[src/rtl/square_f32.sv]
// square_f32: iterative binary32 squarer returning x*|x| (sign preserved).
// Shift-add mantissa multiplier retiring BITS_PER_CYCLE multiplier bits per
// cycle, followed by normalise and round-to-nearest-even stages.
// Denormal inputs and outputs are flushed to signed zero.
module square_f32 #(
    parameter int BITS_PER_CYCLE = 1
) (
    input  logic        clk,
    input  logic        rst,
    input  logic        start,
    input  logic [31:0] a,
    output logic        busy,
    output logic        rdy,
    output logic [31:0] sq
);

    localparam int NCYC = 24 / BITS_PER_CYCLE;

    typedef enum logic [2:0] {IDLE, UNPACK, MUL, NORM, ROUND, DONE} state_t;

    state_t             state, state_nx;
    logic [31:0]        a_r;
    logic               sgn;
    logic [23:0]        mb;          // multiplier bits still to retire, LSB first
    logic [47:0]        ma_sh;       // multiplicand aligned to the current bit position
    logic [47:0]        p;           // product accumulator
    logic [47:0]        mul_sum;
    logic signed [9:0]  eb;          // biased result exponent, may go out of range
    logic signed [9:0]  eb_rnd;
    logic [4:0]         cnt;
    logic [23:0]        sig;
    logic [23:0]        sig_rnd;
    logic [24:0]        rsum;
    logic               guard, sticky;
    logic               special;
    logic               is_special;

    // Round-to-nearest-even on a 24-bit significand; bit 24 is the carry out.
    function automatic logic [24:0] round_rne(input logic [23:0] s, input logic g, input logic st);
        return {1'b0, s} + {24'h0, g & (st | s[0])};
    endfunction

    // Pack with saturation to Inf on overflow and flush to zero on underflow.
    function automatic logic [31:0] pack_sat(input logic sg, input logic signed [9:0] e,
                                             input logic [23:0] s);
        if (e >= 10'sd255)
            return {sg, 8'hFF, 23'h0};
        else if (e <= 10'sd0)
            return {sg, 31'h0};
        else
            return {sg, e[7:0], s[22:0]};
    endfunction

    assign is_special = (a_r[30:23] == 8'hFF) || (a_r[30:23] == 8'h00);

    // Partial products for the next BITS_PER_CYCLE multiplier bits.
    always_comb begin
        mul_sum = p;
        for (int k = 0; k < BITS_PER_CYCLE; k++) begin
            if (mb[k])
                mul_sum = mul_sum + (ma_sh << k);
        end
    end

    // Rounded significand and exponent, renormalised on carry out.
    always_comb begin
        rsum = round_rne(sig, guard, sticky);
        if (rsum[24]) begin
            sig_rnd = 24'h800000;
            eb_rnd  = eb + 10'sd1;
        end else begin
            sig_rnd = rsum[23:0];
            eb_rnd  = eb;
        end
    end

    // State register.
    always_ff @(posedge clk or negedge rst) begin
        if (!rst)
            state <= IDLE;
        else
            state <= state_nx;
    end

    // Next-state logic; specials pass through ROUND untouched so they finish in 2 cycles.
    always_comb begin
        state_nx = state;
        case (state)
            IDLE, DONE: if (start) state_nx = UNPACK;
            UNPACK:     state_nx = is_special ? ROUND : MUL;
            MUL:        if (cnt == 5'(NCYC - 1)) state_nx = NORM;
            NORM:       state_nx = ROUND;
            ROUND:      state_nx = DONE;
            default:    state_nx = IDLE;
        endcase
    end

    // Datapath and handshake registers.
    always_ff @(posedge clk or negedge rst) begin
        if (!rst) begin
            a_r     <= '0;
            sgn     <= 1'b0;
            mb      <= '0;
            ma_sh   <= '0;
            p       <= '0;
            eb      <= '0;
            cnt     <= '0;
            sig     <= '0;
            guard   <= 1'b0;
            sticky  <= 1'b0;
            special <= 1'b0;
            busy    <= 1'b0;
            rdy     <= 1'b0;
            sq      <= '0;
        end else begin
            case (state)
                IDLE, DONE: begin
                    if (start) begin
                        a_r  <= a;
                        rdy  <= 1'b0;
                        busy <= 1'b1;
                    end
                end
                UNPACK: begin
                    sgn     <= a_r[31];
                    mb      <= {1'b1, a_r[22:0]};
                    ma_sh   <= {24'h0, 1'b1, a_r[22:0]};
                    p       <= '0;
                    cnt     <= '0;
                    eb      <= $signed({1'b0, a_r[30:23], 1'b0}) - 10'sd127;
                    special <= is_special;
                    if (a_r[30:23] == 8'hFF)
                        sq <= a_r;
                    else if (a_r[30:23] == 8'h00)
                        sq <= {a_r[31], 31'h0};
                end
                MUL: begin
                    p     <= mul_sum;
                    ma_sh <= ma_sh << BITS_PER_CYCLE;
                    mb    <= mb >> BITS_PER_CYCLE;
                    cnt   <= cnt + 5'd1;
                end
                NORM: begin
                    if (p[47]) begin
                        eb     <= eb + 10'sd1;
                        sig    <= p[47:24];
                        guard  <= p[23];
                        sticky <= |p[22:0];
                    end else begin
                        sig    <= p[46:23];
                        guard  <= p[22];
                        sticky <= |p[21:0];
                    end
                end
                ROUND: begin
                    if (!special)
                        sq <= pack_sat(sgn, eb_rnd, sig_rnd);
                    busy <= 1'b0;
                    rdy  <= 1'b1;
                end
                default: ;
            endcase
        end
    end

endmodule
[config.mk]
export PLATFORM = sky130hd
export DESIGN_NAME = square_f32
export DESIGN_NICKNAME = d
export VERILOG_FILES = /design/src/rtl/square_f32.sv
export SDC_FILE = /design/constraint.sdc
export NUM_CORES = 1
export LEC_CHECK = 0
export CORE_MARGIN = 3
export CORE_UTILIZATION = 60
export CTS_CLUSTER_DIAMETER = 150
export DETAILED_ROUTE_END_ITERATION = 10
export GPL_ROUTABILITY_DRIVEN = 0
export PLACE_DENSITY = 0.8
export SYNTH_ARGS = -nofsm -noshare
export SYNTH_HDL_FRONTEND = slang
export SYNTH_SLANG_ARGS = --single-unit
[constraint.sdc]
create_clock -name clk -period 4.4 [get_ports clk]
set_clock_uncertainty 0.1 [all_clocks]
set_input_delay 0.88 -clock clk [delete_from_list [all_inputs] [get_ports clk]]
set_output_delay 0.88 -clock clk [all_outputs]
set_load 0.02 [all_outputs]
==> summary.md <==
| Metric | Value |
|---|---|
| Status | `finished, final reports clean` |
| DRC | `0` |
| Maximum clock insertion buffer count | `3` |
| Worst Path Required | `roughly 4.8 ns` |
| Drt pass-1 iters | `5` |
| Main combinational cell family by area after synthesis | `compound AO/OA/AOI/OAI gates` |
| Adder-cell share of the synthesized area | `0.0528` |
| Crit path from | `sig[0]` |
| N_diodes | `0` |
| DIE AREA | `0.0234 mm2` |
| Post-synth EDFFs | `0` |
| Die height | `153 um` |
| Drt total wl | `32,700 um` |
| H-tree depth | `1` |
| Simple-gate share of the synthesized area | `0.155` |
| Gate Count Post-Synth | `about 1,300` |
| Final Critical Period | `4.07 ns` |
| Initial antenna violation count | `0` |
| Reg2Reg Depth | `12` |
| Seq/Total Area, Yosys | `0.448` |
| Post-Syn Area per Cell | `between 9 and 10 um2` |
| Row Count | `53` |
| Share of cells above drive strength 1 | `0.101` |
| Post-route cell area | `roughly 0.015 mm2` |
| CP max stage delay | `0.82 ns` |
| FMAX | `approximately 250 MHz` |
| Asr flop ratio synth | `1.00` |
| CTS root buf | `clkbuf_16` |
| Post-synthesis compound-gate area fraction | `0.215` |
| Worst-Margin Slew | `roughly 1.2 ns` |
| Most common flop cell mapped by yosys | `dfrtp_1` |
| Clock latency on the worst-skew pair | `between 0.5 and 0.6 ns` |
| Global-route wire length before repair | `roughly 53,000 um` |
| Maximum VDD drop | `~0.44 mV` |
| Worst path depth | `12` |
| Yosys cell types | `a little over 70` |
| DRT iter0 DRCs | `around 840` |
| Synth Warn # | `0` |
| Hold buffers post-CTS | `0` |
| Postcts setup bufs | `0` |
| Post-CTS sizing | `0` |
| Vias in the first global route | `between 10,000 and 15,000` |
| Setup_tns | `0 ns` |
| DIE WIDTH | `approximately 150 um` |
| Delay-heaviest family, CP | `simple AND/OR/NAND/NOR gates` |
| Via-to-Cell Ratio | `approximately 6.5` |
| Syn nets | `roughly 1,400` |
| PwrDens | `roughly 740 mW/mm2` |
| Remaining Overflow, GRT | `0` |
| DP Area | `approximately 0.014 mm2` |
| Count of final hold-check violations | `0` |
| Pin count of the biggest net entering global routing | `97` |
| Num CTS Buffers | `26` |
| Core ar. | `between 0.02 and 0.025 mm2` |
| Max Slew Vio Count | `0` |
| Final number of setup-violating endpoints | `0` |
| I/O Buffers | `between 60 and 70` |
| P_leak | `about 6.3 nW` |
| Critical path class | `flip-flop to flip-flop` |
| Worst Path Buf+Inv | `1` |
| Top cells by area, synth | `dfrtp_1 (45%), ha_1 (5.1%), a21oi_1 (4.6%)` |
| Startpoint class of the critical path | `flip-flop` |
| Pwr Total | `about 11 mW` |
| Worst R2R End | `sq[2]` |
| Area grow syn2layout | `14.0%` |
| CP arrival | `around 4.4 ns` |
| CTS Sinks | `232` |
| Mux share of post-synthesis cell area | `0.0485` |
| Synth top area share | `0.448` |
| Cell taking the most area after synthesis | `dfrtp_1` |
| Post-DRT Antenna Nets | `0` |
| Reg2Reg Launch Point | `sig[0]` |
| # nets final | `~1,500` |
| Filler instances | `between 1,500 and 2,000` |
| Register bit total from synthesis | `around 230` |
| Initial Util | `0.614` |
| Mapped Area | `0.0129 mm2` |
| CP max FO | `23` |
| WL per Instance | `19.7 um` |
| Final cycle utilization of the critical path | `0.925` |
| IO Pins | `slightly below 70` |
| CP endpoint | `sq[2]` |
| Clock transition at path regs | `approximately 0.070 ns` |
| Crit-path slowest cell | `or4b_1` |
| Synth Area in XOR/XNOR | `0.0487` |
| Hpwl dp | `about 23,000 um` |
| Global-route usage over all layers | `0.275` |
| R2R setup slack | `between 0.3 and 0.4 ns` |
| Cells along the critical path | `and2_1 > ha_1 > and3_1 > nand3_1 > or4b_1 > o21a_1 > a21oi_2 > o41ai_4 > or2_1 > or4_1 > buf_4 > o21ai_0` |
| Max-cap violations | `0` |
| CTS tree | `yes` |
| Via count | `between 10,000 and 15,000` |
| RSZ-0062 raised after global routing | `false` |
| HP Class | `input port to asynchronous set/reset pin` |
| Crit. End Element | `flip-flop` |
| Rel. slew slack | `0.210` |
[registers in the layout (all words and copies together), names as in the netlist, 3 cells and up]
name and flops:
cnt 5, p 48, sq 32, mb 24
state 3, ma_sh 48, sig 24, a_r 32
eb 10
[cell type report]
| class | count | area (um2) | share of cell area |
|---|---|---|---|
| clock buffers | 30 | 686 | 0.0464 |
| clock inverters | 18 | 236 | 0.0160 |
| inverters | 19 | 71.3 | 0.00483 |
| multi-input cells | 998 | 6770 | 0.459 |
| flip-flops and latches | 232 | 5810 | 0.393 |
| well taps | 275 | 344 | 0.0233 |
| repair buffers | 88 | 848 | 0.0575 |
[where the power goes]
group	leakage [nW]	internal, mW	total [mW]	switching, mW
registers	2.94	3.00	3.96	0.957
clock network	0.447	1.41	2.31	0.894
logic	2.96	2.00	4.64	2.64
[worst register-to-register path: stages (launching register included)]
cell and delay [ns]:
dfrtp_1 0.39, and2_1 0.18, ha_1 0.18, and3_1 0.25, nand3_1 0.18, or4b_1 0.82
o21a_1 0.31, a21oi_2 0.20, o41ai_4 0.16, or2_1 0.26, or4_1 0.48, buf_4 0.26
o21ai_0 0.22
[cell families after synthesis]
family / after synthesis
buffers and inverters: 104
adders and majority gates: 54
DFF: 232
xor gates and xnor gates: 72
muxes: 59
and+or+nand+nor: 408
AOI/OAI and AO/OA: 405
[how the worst min path moves through the flow]
| stage | startpoint | end | slack (ns) | cells past startpoint |
|---|---|---|---|---|
| 2_1_floorplan | sgn | sgn | 0.35 | 2 |
| 3_3_place_gp | sgn | sgn | 0.36 | 2 |
| 3_5_place_dp | sgn | sgn | 0.36 | 2 |
| 4_1_cts | rst | ma_sh[8] | 0.29 | 1 |
| 5_1_grt | rst | mb[8] | 0.31 | 1 |
| 6_report | rst | ma_sh[10] | 0.26 | 1 |
[metal layers]
layer / up-vias / part of all wire / global-route usage
met5: - / 0 / 0
met2: 360 / 0.44 / 0.417
met4: 0 / 0.023 / 0.0632
met1: 5302 / 0.46 / 0.417
li1: 5008 / - / -
met3: 56 / 0.069 / 0.0495
[cells in the mapped netlist, types with 5 or more instances]
| cell type | instances |
|---|---|
| nor2_1 | 113 |
| a221o_1 | 47 |
| or4_1 | 5 |
| xor2_1 | 32 |
| nor2b_1 | 8 |
| o21a_1 | 5 |
| o21ai_0 | 103 |
| buf_1 | 7 |
| nand2_1 | 84 |
| a22o_1 | 26 |
| mux2i_1 | 29 |
| mux2_2 | 30 |
| and2_1 | 25 |
| o21bai_1 | 10 |
| a21oi_1 | 119 |
| o22ai_2 | 16 |
| inv_1 | 18 |
| nor3_1 | 17 |
| dfrtp_1 | 232 |
| a31oi_1 | 8 |
| ha_1 | 53 |
| nor4_1 | 10 |
| xnor2_1 | 40 |
| clkbuf_1 | 72 |
| and3_1 | 20 |
| a21o_1 | 19 |
| o221a_2 | 6 |
| nand3_1 | 71 |
| and4_1 | 5 |
| nand4_1 | 27 |
[placed cells by master, fill, tap and decap left out, drive strengths merged, types with 18 or more instances in the layout]
master / netlist / layout
buf: 12 / 21
xnor2: 40 / 40
a21oi: 120 / 120
mux2i: 29 / 29
dfrtp: 232 / 232
inv: 18 / 18
clkbuf: 73 / 30
nand4: 28 / 28
clkdlybuf4s50: 0 / 67
a22o: 26 / 26
nor2: 113 / 113
a21o: 19 / 19
a221o: 47 / 47
o22ai: 20 / 20
and3: 20 / 20
ha: 53 / 53
nand3: 71 / 71
xor2: 32 / 32
mux2: 30 / 30
nand2: 84 / 84
o21ai: 108 / 108
and2: 26 / 26
[metrics by stage]
stage / util / worst slack, ns / cells / hold slack (ns)
global placement: 0.656 / 0.567 / 1612 / 0.361
global route: 0.700 / 0.107 / 1660 / 0.311
finish: 0.700 / 0.331 / 1660 / 0.265
detailed placement: 0.656 / 0.373 / 1612 / 0.362
CTS: 0.700 / 0.316 / 1660 / 0.293
floorplan: - / 0.988 / 1334 / 0.346
(Power assumes the default switching activity.)
